[config.mk]
export PLATFORM = sky130hd
export DESIGN_NAME = cic_rate_ctrl
export DESIGN_NICKNAME = d
export VERILOG_FILES = /design/src/rtl/cic_pkg.sv /design/src/rtl/cic_shift_calc.sv /design/src/rtl/cic_rate_ctrl.sv
export SDC_FILE = /design/constraint.sdc
export NUM_CORES = 1
export LEC_CHECK = 0
export CAP_MARGIN = 15
export CORE_ASPECT_RATIO = 2
export CORE_UTILIZATION = 46
export DETAILED_ROUTE_END_ITERATION = 10
export HOLD_SLACK_MARGIN = 0.15
export PLACE_DENSITY = 0.87
export SLEW_MARGIN = 20
export SYNTH_ARGS = -nofsm -noshare
export SYNTH_HDL_FRONTEND = slang
export SYNTH_SLANG_ARGS = --single-unit
[constraint.sdc]
create_clock -name clk -period 3.3 [get_ports clk]
set_input_delay 0.495 -clock clk [delete_from_list [all_inputs] [get_ports clk]]
set_output_delay 0.495 -clock clk [all_outputs]
set_load 0.05 [all_outputs]
[src/rtl/cic_pkg.sv]
// Shared types and helpers for the CIC rate controller.
// Holds the FSM state encoding, ratio limits and the shift calculation.
package cic_pkg;

  typedef enum logic [1:0] {
    FLUSH  = 2'd0,
    WARMUP = 2'd1,
    RUN    = 2'd2
  } state_e;

  localparam int MIN_RATIO = 4;
  localparam int SHIFT_W   = 7;
  localparam int SHIFT_MAX = (1 << SHIFT_W) - 1;

  // ceil(log2 r); r <= 1 gives 0
  function automatic logic [4:0] clog2(
    input logic [15:0] r
  );
    logic [4:0] n;
    n = '0;
    for (int i = 0; i < 16; i++) begin
      if ((17'd1 << i) < {1'b0, r}) begin
        n = 5'(i + 1);
      end
    end
    return n;
  endfunction

  function automatic logic [SHIFT_W-1:0] shift_of(
    input logic [15:0] r,
    input int          n_stages
  );
    int p;
    p = n_stages * int'(clog2(r));
    if (p > SHIFT_MAX) begin
      return SHIFT_W'(SHIFT_MAX);
    end
    return SHIFT_W'(p);
  endfunction

endpackage

[src/rtl/cic_shift_calc.sv]
// Combinational gain-normalisation shift for a CIC decimation ratio.
// Result is N_STAGES*clog2(ratio), saturated to the shift width.
module cic_shift_calc
  import cic_pkg::*;
#(
  parameter int N_STAGES = 5
) (
  input  logic [15:0]        ratio,
  output logic [SHIFT_W-1:0] shift
);

  assign shift = shift_of(ratio, N_STAGES);

endmodule

[src/rtl/cic_rate_ctrl.sv]
// CIC decimation-ratio switchover sequencer and output sample stream.
// Define CIC_RATE_CTRL_WARMUP_EN to discard the CIC start-up transient.
module cic_rate_ctrl
  import cic_pkg::*;
#(
  parameter int N_STAGES      = 5,
  parameter int MAX_RATIO     = 16384,
  parameter int DEFAULT_RATIO = 1024,
  parameter int RST_CYCLES    = 4
) (
  input  logic               clk,
  input  logic               rst,
  input  logic               cfg_valid,
  input  logic [15:0]        cfg_ratio,
  output logic               cfg_ready,
  output logic               cfg_err,
  output logic               cic_rst,
  output logic [15:0]        cic_ratio,
  output logic [SHIFT_W-1:0] cic_shift,
  input  logic               cic_strobe,
  input  logic [7:0]         cic_data,
  output logic               out_valid,
  output logic [7:0]         out_data,
  input  logic               out_ready,
  output logic               ovf,
  input  logic               ovf_clr,
  output logic               busy
);

  localparam logic [SHIFT_W-1:0] RST_SHIFT =
    shift_of(16'(DEFAULT_RATIO), N_STAGES);
  localparam logic [15:0] FLUSH_LAST = 16'(RST_CYCLES - 1);
  localparam logic [15:0] WARM_CNT   = 16'(N_STAGES + 1);

  state_e             state_q, state_d;
  logic [15:0]        cnt_q, cnt_d;
  logic [15:0]        ratio_q, ratio_d;
  logic [SHIFT_W-1:0] shift_q, shift_d;
  logic               valid_q, valid_d;
  logic [7:0]         data_q, data_d;
  logic               ovf_q, ovf_d;
  logic               err_q, err_d;
  logic               strb_q, strb_d;

  logic is_flush, is_warm, is_run;
  logic strb_edge, accept, in_range;

  assign is_flush = (state_q == FLUSH);
  assign is_warm  = (state_q == WARMUP);
  assign is_run   = (state_q == RUN);

  assign strb_edge = cic_strobe & ~strb_q;
  assign accept    = cfg_valid & is_run;
  assign in_range  = (32'(cfg_ratio) >= MIN_RATIO) &&
                     (32'(cfg_ratio) <= MAX_RATIO);

  cic_shift_calc #(
    .N_STAGES (N_STAGES)
  ) u_shift (
    .ratio (ratio_d),
    .shift (shift_d)
  );

  always_comb begin
    state_d = state_q;
    cnt_d   = cnt_q;
    ratio_d = ratio_q;
    valid_d = valid_q;
    data_d  = data_q;
    ovf_d   = ovf_q & ~ovf_clr;
    err_d   = 1'b0;
    // a strobe already high when FLUSH ends must go low before it counts
    strb_d  = cic_strobe | is_flush;
    if (valid_q && out_ready) begin
      valid_d = 1'b0;
    end
    unique case (1'b1)
      is_flush: begin
        if (cnt_q == FLUSH_LAST) begin
`ifdef CIC_RATE_CTRL_WARMUP_EN
          state_d = WARMUP;
          cnt_d   = WARM_CNT;
`else
          state_d = RUN;
          cnt_d   = '0;
`endif
        end else begin
          cnt_d = cnt_q + 16'd1;
        end
      end
      is_warm: begin
        if (strb_edge) begin
          cnt_d = cnt_q - 16'd1;
          if (cnt_q == 16'd1) begin
            state_d = RUN;
          end
        end
      end
      default: begin
        if (accept && in_range) begin
          ratio_d = cfg_ratio;
          state_d = FLUSH;
          cnt_d   = '0;
          valid_d = 1'b0;
        end else begin
          err_d = accept;
          if (strb_edge) begin
            if (!valid_q || out_ready) begin
              data_d  = cic_data;
              valid_d = 1'b1;
            end else begin
              ovf_d = 1'b1;
            end
          end
        end
      end
    endcase
  end

  always_ff @(posedge clk or negedge rst) begin
    if (!rst) begin
      state_q <= FLUSH;
      cnt_q   <= '0;
      ratio_q <= 16'(DEFAULT_RATIO);
      shift_q <= RST_SHIFT;
      valid_q <= 1'b0;
      data_q  <= '0;
      ovf_q   <= 1'b0;
      err_q   <= 1'b0;
      strb_q  <= 1'b1;
    end else begin
      state_q <= state_d;
      cnt_q   <= cnt_d;
      ratio_q <= ratio_d;
      shift_q <= shift_d;
      valid_q <= valid_d;
      data_q  <= data_d;
      ovf_q   <= ovf_d;
      err_q   <= err_d;
      strb_q  <= strb_d;
    end
  end

  assign cfg_ready = is_run;
  assign cfg_err   = err_q;
  assign cic_rst   = is_flush;
  assign cic_ratio = ratio_q;
  assign cic_shift = shift_q;
  assign out_valid = valid_q;
  assign out_data  = data_q;
  assign ovf       = ovf_q;
  assign busy      = ~is_run;

endmodule

==> out/metrics.yaml, run 1 <==
status: "complete, but fails checks"
violations: "setup timing"
syn_avg_cell_area_sq_um: 9.64
die_w_um: 60.5
cts-root-buf: "clkbuf_16"
rr_worst_depth: 12
ff2ff_setup_slack_ns: -0.32
synth_top_flop_cell: "dfrtp_1"
cts_max_path_buffers: 2
dieArea_sq_um: 7210
hold_class: "in -> async"
synth_cell_types: 69
rsz0062_at_grt: "yes"
dp_hpwl_um: 7540
drt-pass1-iter-count: 5
skew_ns: 0.00732
placed_cells: 538
powerDensity_nw_per_um2: 902
synth_cells: 327
regArea_sq_um: 1310
overflow: 0
finalWirelength_um: 12000
cap_violations: 0
period_needed_ns: 3.62
synthArstFlopShare_pct: 100
holdBufCountCts: 0
n_fill_cell: 410
cts_tree: "done"
synthesis.nets: 363
grtUsageTotal_pct: 31.3
finalHoldViolations: 0
path_max_fanout: 3
initial_utilization_pct: 47.6
numClockSinks: 52
via_count: 3521
area_growth_pct: 61.6
critPathCaptureType: "register"
crit_arrival_ns: 3.87
drt.antenna.violating_nets: 0
nNetsFinal: 525
coreArea_sq_um: 6620
final_cells: 578
slowest_delay_ns: 0.57
multi_input_area_sq_um: 1990
grt_start_max_net_pins: 34
route.detailed.drc: 0
postPlaceCellArea_sq_um: 4440
synth-edff-count: 0
finalMaxSlewViolations: 0
cpMaxStageDelayCell: "or4_4"
ir_drop_v: 0.000850
finalSetupViolations: 3
drtIter0Drc: 290
clk_pin_slew_worst_paths_ns: 0.08
io_buffers: 66
fin_ws_ns: -0.316
finalCritPeriodShare_pct: 110
slew_headroom_pct: 42.4
core.rowCount: 42
final_layout_size_suffix_gt1_share_pct: 42.7
worstReg2RegStart: "cic_ratio[1]"
synth_area_sq_um: 3150
htreeDepth: 2
ys_seq_area_share_pct: 41.5
clk_latency_ns: 0.30
die_y_um: 119
grt_pass1_vias: 3488
cp_data_required_time_ns: 3.55
grt_pass1_wl_um: 16700
path_class: "reg -> reg"
path_cells: "or4_4 > a211oi_2 > mux2i_2 > a221oi_4 > buf_4 > buf_4 > o21a_1 > o221ai_2 > a211oi_2 > ha_4 > ha_4 > fa_2"
ios: 67
final_area_sq_um: 5090
worstSetupStartpointType: "register"
place_congestion: 0.960
ys_warn_count: 0
cts_buffers: 5
wl_per_cell_um: 20.7
antenna_found_initial: 0
max_freq_mhz: 277
worst_slew_pin_slew_ns: 0.864
r2r_end: "cic_shift[4]"
vias_per_cell: 6.09
ys_seq_elements: 52
p_leak_nw: 2.27
n_antenna_cell: 0
[cell type report]
cell class              instances  share of cell area [%]
well taps                      88                    2.16
multi-input cells             243                    39.1
inverters                      14                    1.03
flip-flops and latches         52                    25.8
repair buffers                173                    29.1
clock inverters                 2                   0.319
clock buffers                   6                    2.53
[cells in the mapped netlist, drive strengths merged, types with 2 or more instances]
master | n | area, sq um
dfrtp | 47 | 1180
o21ai | 29 | 145
nand2 | 26 | 103
nor2 | 21 | 81.3
a21oi | 15 | 75.1
mux2 | 15 | 173
inv | 14 | 52.6
and3 | 12 | 75.1
clkbuf | 12 | 45.0
mux2i | 11 | 118
nand2b | 11 | 68.8
nor4 | 9 | 71.3
nand3 | 8 | 40.0
o31ai | 8 | 60.1
nor3 | 7 | 40.0
buf | 6 | 47.5
a221oi | 5 | 73.8
and2 | 5 | 31.3
dfstp | 5 | 131
ha | 5 | 62.6
a211oi | 4 | 30.0
a31oi | 4 | 31.3
o22ai | 4 | 25.0
a211o | 3 | 26.3
nor3b | 3 | 22.5
or4 | 3 | 26.3
a21boi | 2 | 15.0
a21o | 2 | 15.0
nand4 | 2 | 12.5
nor2b | 2 | 12.5
nor4b | 2 | 23.8
o221a | 2 | 22.5
or3 | 2 | 12.5
[state kept, by name (all words and copies together), names as in the netlist]
register and count:
strb_q 1, out_data 8, cic_ratio 16, ovf 1
state_q 1, out_valid 1, cfg_err 1, cnt_q 16
cic_shift 7
[power breakdown]
group | leakage [nW] | internal [mW] | switching [mW]
sequential | 0.648 | 0.882 | 0.166
clock | 0.0671 | 0.284 | 0.256
combinational | 1.56 | 1.24 | 1.77
[critical path, delay by kind of cell (launching register included)]
kind	cells	cell delay, ns
mux	1	0.15
flops	1	0.41
compound gates	5	1.22
simple gates	1	0.57
fa+ha+maj	3	0.94
buf+inv	2	0.28
[through the flow]
stage / total power [mW] / hold WS (ns) / setup slack [ns] / setup TNS, ns / util (%)
floorplan: 2.64 / 0.199 / -0.238 / -0.399 / -
global placement: 3.53 / 0.482 / -0.952 / -5.02 / 67.1
detailed placement: 3.62 / 0.500 / -1.12 / -6.75 / 67.1
CTS: 4.32 / 0.297 / -0.223 / -0.536 / 74.0
global route: 4.77 / 0.337 / -0.439 / -1.24 / 76.9
finish: 4.60 / 0.277 / -0.316 / -0.868 / 76.9
[logic make-up after synthesis]
group                    after synthesis  share of synthesized area [%]
buffers and inverters                 32                           4.60
XOR/XNOR                               1                          0.278
AO/OA/AOI/OAI                         90                           20.0
AND/OR/NAND/NOR                      120                           21.8
multiplexers                          26                           9.21
flip-flops                            52                           41.5
adder cells (fa/ha/maj)                6                           2.62
[how the worst max path moves through the flow]
stage                            start      endpoint  slack [ns]  depth (start not counted)
after global placement    cfg_ratio[8]  cic_shift[5]       -0.95                         14
after floorplan           cfg_ratio[8]  cic_shift[4]       -0.24                         13
final                     cic_ratio[1]  cic_shift[4]       -0.32                         12
after global routing      cic_ratio[1]  cic_shift[5]       -0.44                         13
after detailed placement  cfg_ratio[8]  cic_shift[4]       -1.12                         13
after CTS                 cfg_ratio[2]  cic_shift[5]       -0.22                         14
[per-layer routing]
layer | track usage [%] | routed length (um)
met1 | 32.6 | 3910
met2 | 54.6 | 6550
met3 | 4.56 | 588
met4 | 21.0 | 931
met5 | 0 | 0
[repair_timing]
item	CTS	global route
pin swaps	24	23
setup buffers	22	13
setup endpoints to repair	6	4
gates resized for setup	91	32
hold endpoints to repair	0	0
[cells in the final DEF (no fill, tap or decap), drive strengths merged, types with 4 or more instances in the layout]
cell / netlist / routed
and3: 12 / 12
and2: 5 / 5
dfstp: 5 / 5
inv: 14 / 14
o22ai: 4 / 4
mux2: 15 / 15
a211oi: 4 / 4
nand3: 8 / 8
nor2: 21 / 21
dfrtp: 47 / 47
a31oi: 4 / 4
a21oi: 15 / 15
nor4: 9 / 9
o31ai: 8 / 8
mux2i: 11 / 11
clkdlybuf4s50: 0 / 48
nor3: 7 / 7
buf: 6 / 116
a221oi: 5 / 5
clkbuf: 12 / 7
o21ai: 29 / 29
clkdlybuf4s15: 0 / 5
ha: 5 / 5
nand2b: 11 / 11
nand2: 26 / 26
Note: power is estimated with default switching activity, not from simulation.
==> run 2, diff against run 1 <==
Settings changed: PLACE_DENSITY 0.87 to 0.76.
==> out/metrics.yaml, run 2 (synthesis results as in run 1) <==
place_congestion: 0.917  # was 0.960
drtIter0Drc: 163  # was 290
finalPower_mw: 4.36  # was 4.60 mW
vias_per_cell: 5.77  # was 6.09
finalHoldViolations: 0  # unchanged
worst_slew_pin_slew_ns: 0.869  # was 0.864 ns
via_count: 3243  # was 3521
cts_tree: "done"  # unchanged
finalWirelength_um: 10500  # was 12000 um
worstReg2RegStart: "cic_ratio[2]"  # was cic_ratio[1]
clk_pin_slew_worst_paths_ns: 0.07  # was 0.08 ns
antenna_found_initial: 0  # unchanged
finalCritPeriodShare_pct: 105  # was 110%
grt_start_max_net_pins: 31  # was 34
io_buffers: 66  # unchanged
worstSetupStartpointType: "input pin"  # was register
rr_worst_depth: 11  # was 12
powerDensity_nw_per_um2: 895  # was 902 nW/um^2
n_antenna_cell: 0  # unchanged
finish.utilization_pct: 73.6  # was 76.9%
postPlaceCellArea_sq_um: 4490  # was 4440 sq um
numClockSinks: 52  # unchanged
route.detailed.drc: 0  # unchanged
clk_latency_ns: 0.30  # about the same
drt-pass1-iter-count: 4  # was 5
critPathCaptureType: "register"  # unchanged
status: "complete, but fails checks"  # unchanged
cts_max_path_buffers: 2  # unchanged
wl_per_cell_um: 18.7  # was 20.7 um
holdBufCountCts: 0  # unchanged
finalMaxSlewViolations: 0  # unchanged
final_cell_mix: "buf_4 (88), clkdlybuf4s50_1 (48), dfrtp_1 (43)"  # was buf_4 (96), clkdlybuf4s50_1 (48), dfrtp_1 (43)
dieArea_sq_um: 7210  # unchanged
coreArea_sq_um: 6620  # unchanged
die_w_um: 60.5  # unchanged
rsz0062_at_grt: "yes"  # unchanged
core.rowCount: 42  # unchanged
ios: 67  # unchanged
cap_violations: 0  # unchanged
cp_data_required_time_ns: 3.55  # about the same
path_max_fanout: 4  # was 3
cts_buffers: 5  # unchanged
grt_pass1_vias: 3538  # was 3488
path_class: "in -> reg"  # was reg -> reg
drt.antenna.violating_nets: 0  # unchanged
period_needed_ns: 3.47  # was 3.62 ns
finalSetupViolations: 3  # unchanged
die_y_um: 119  # unchanged
fin_ws_ns: -0.175  # was -0.316 ns
cts-root-buf: "clkbuf_16"  # unchanged
fin_tns_setup_ns: -0.421  # was -0.868 ns
crit_arrival_ns: 3.72  # was 3.87 ns
overflow: 0  # unchanged
nNetsFinal: 509  # was 525
ff2ff_setup_slack_ns: -0.17  # was -0.32 ns
grt_pass1_wl_um: 16500  # was 16700 um
skew_ns: 0.00439  # was 0.00732 ns
htreeDepth: 2  # unchanged
slew_headroom_pct: 42.1  # was 42.4%
initial_utilization_pct: 47.6  # unchanged
ir_drop_v: 0.000637  # was 0.000850 V
grtUsageTotal_pct: 30.9  # was 31.3%
final_area_sq_um: 4870  # was 5090 sq um
final_layout_size_suffix_gt1_share_pct: 37.6  # was 42.7%
max_freq_mhz: 288  # was 277 MHz
mostFrequentLayoutCell: "buf_4"  # unchanged
violations: "setup timing"  # unchanged
r2r_end: "cic_shift[4]"  # unchanged
dp_hpwl_um: 7810  # was 7540 um
n_fill_cell: 496  # was 410
hold_class: "in -> async"  # unchanged
p_leak_nw: 2.17  # was 2.27 nW
area_growth_pct: 54.5  # was 61.6%
-- run 2: cell types whose count changed in the layout (fill, tap and decap cells not counted), moves of 2 or more --
cell / change
mux2i_1: +3
ha_4: -2
buf_6: -7
and2_1: +2
buf_4: -8
a21oi_1: +3
a21oi_2: -4
mux2i_2: -2
nor3_1: +2
-- run 2: worst max path at each step --
stage,from,endpoint
after floorplan,cfg_ratio[8],cic_shift[4]
after global routing,cfg_ratio[11],cic_shift[5]
after detailed placement,cfg_ratio[3],cic_shift[4]
after global placement,cfg_ratio[8],cic_shift[4]
final,cfg_ratio[1],cic_shift[4]
after CTS,cfg_ratio[10],cic_shift[4]
-- run 2: metal layers --
metal  vias to the layer above  GRT usage (%)  wire length [um]
met3                        47           4.45               307
met5                         -              0                 0
met1                      1586           29.8              3590
li1                       1503              -                 -
met2                       107           55.8              5810
met4                         0           21.7               780
-- run 2: final cells by class --
cell class / count / area (sq um) / area share (%)
clock buffer: 5 / 125 / 2.57
inverter: 14 / 52.6 / 1.08
tap: 88 / 110 / 2.26
timing repair buffer: 157 / 1340 / 27.4
multi-input combinational: 243 / 1910 / 39.2
clock inverter: 3 / 27.5 / 0.565
sequential: 52 / 1310 / 26.9
-- run 2: metrics by stage --
step / setup WS [ns] / hold WS, ns / instances
2_1_floorplan: -0.238 / 0.199 / 327
3_3_place_gp: -0.918 / 0.480 / 544
3_5_place_dp: -0.987 / 0.478 / 544
4_1_cts: -0.151 / 0.193 / 561
5_1_grt: -0.270 / 0.217 / 562
6_report: -0.175 / 0.176 / 562
-- run 2: what timing repair did --
item,in CTS,in global routing
gates resized for setup,85,5
pin swaps,21,7
setup buffers,9,1
setup endpoints to repair,5,3
-- run 2: worst max-delay path, stage by stage --
cell	delay [ns]
clkdlybuf4s15_2	0.20
or3b_4	0.40
nor2_1	0.11
buf_4	0.14
mux2i_4	0.08
buf_6	0.14
a221oi_4	0.31
nand4_1	0.17
a21o_1	0.22
o221a_1	0.24
a211oi_2	0.21
ha_1	0.26
ha_2	0.21
fa_2	0.53
-- run 2: power by group --
| part | internal (mW) | switching (mW) |
|---|---|---|
| Combinational | 1.13 | 1.65 |
| Sequential | 0.882 | 0.145 |
| Clock | 0.288 | 0.260 |
| Total | 2.30 | 2.06 |
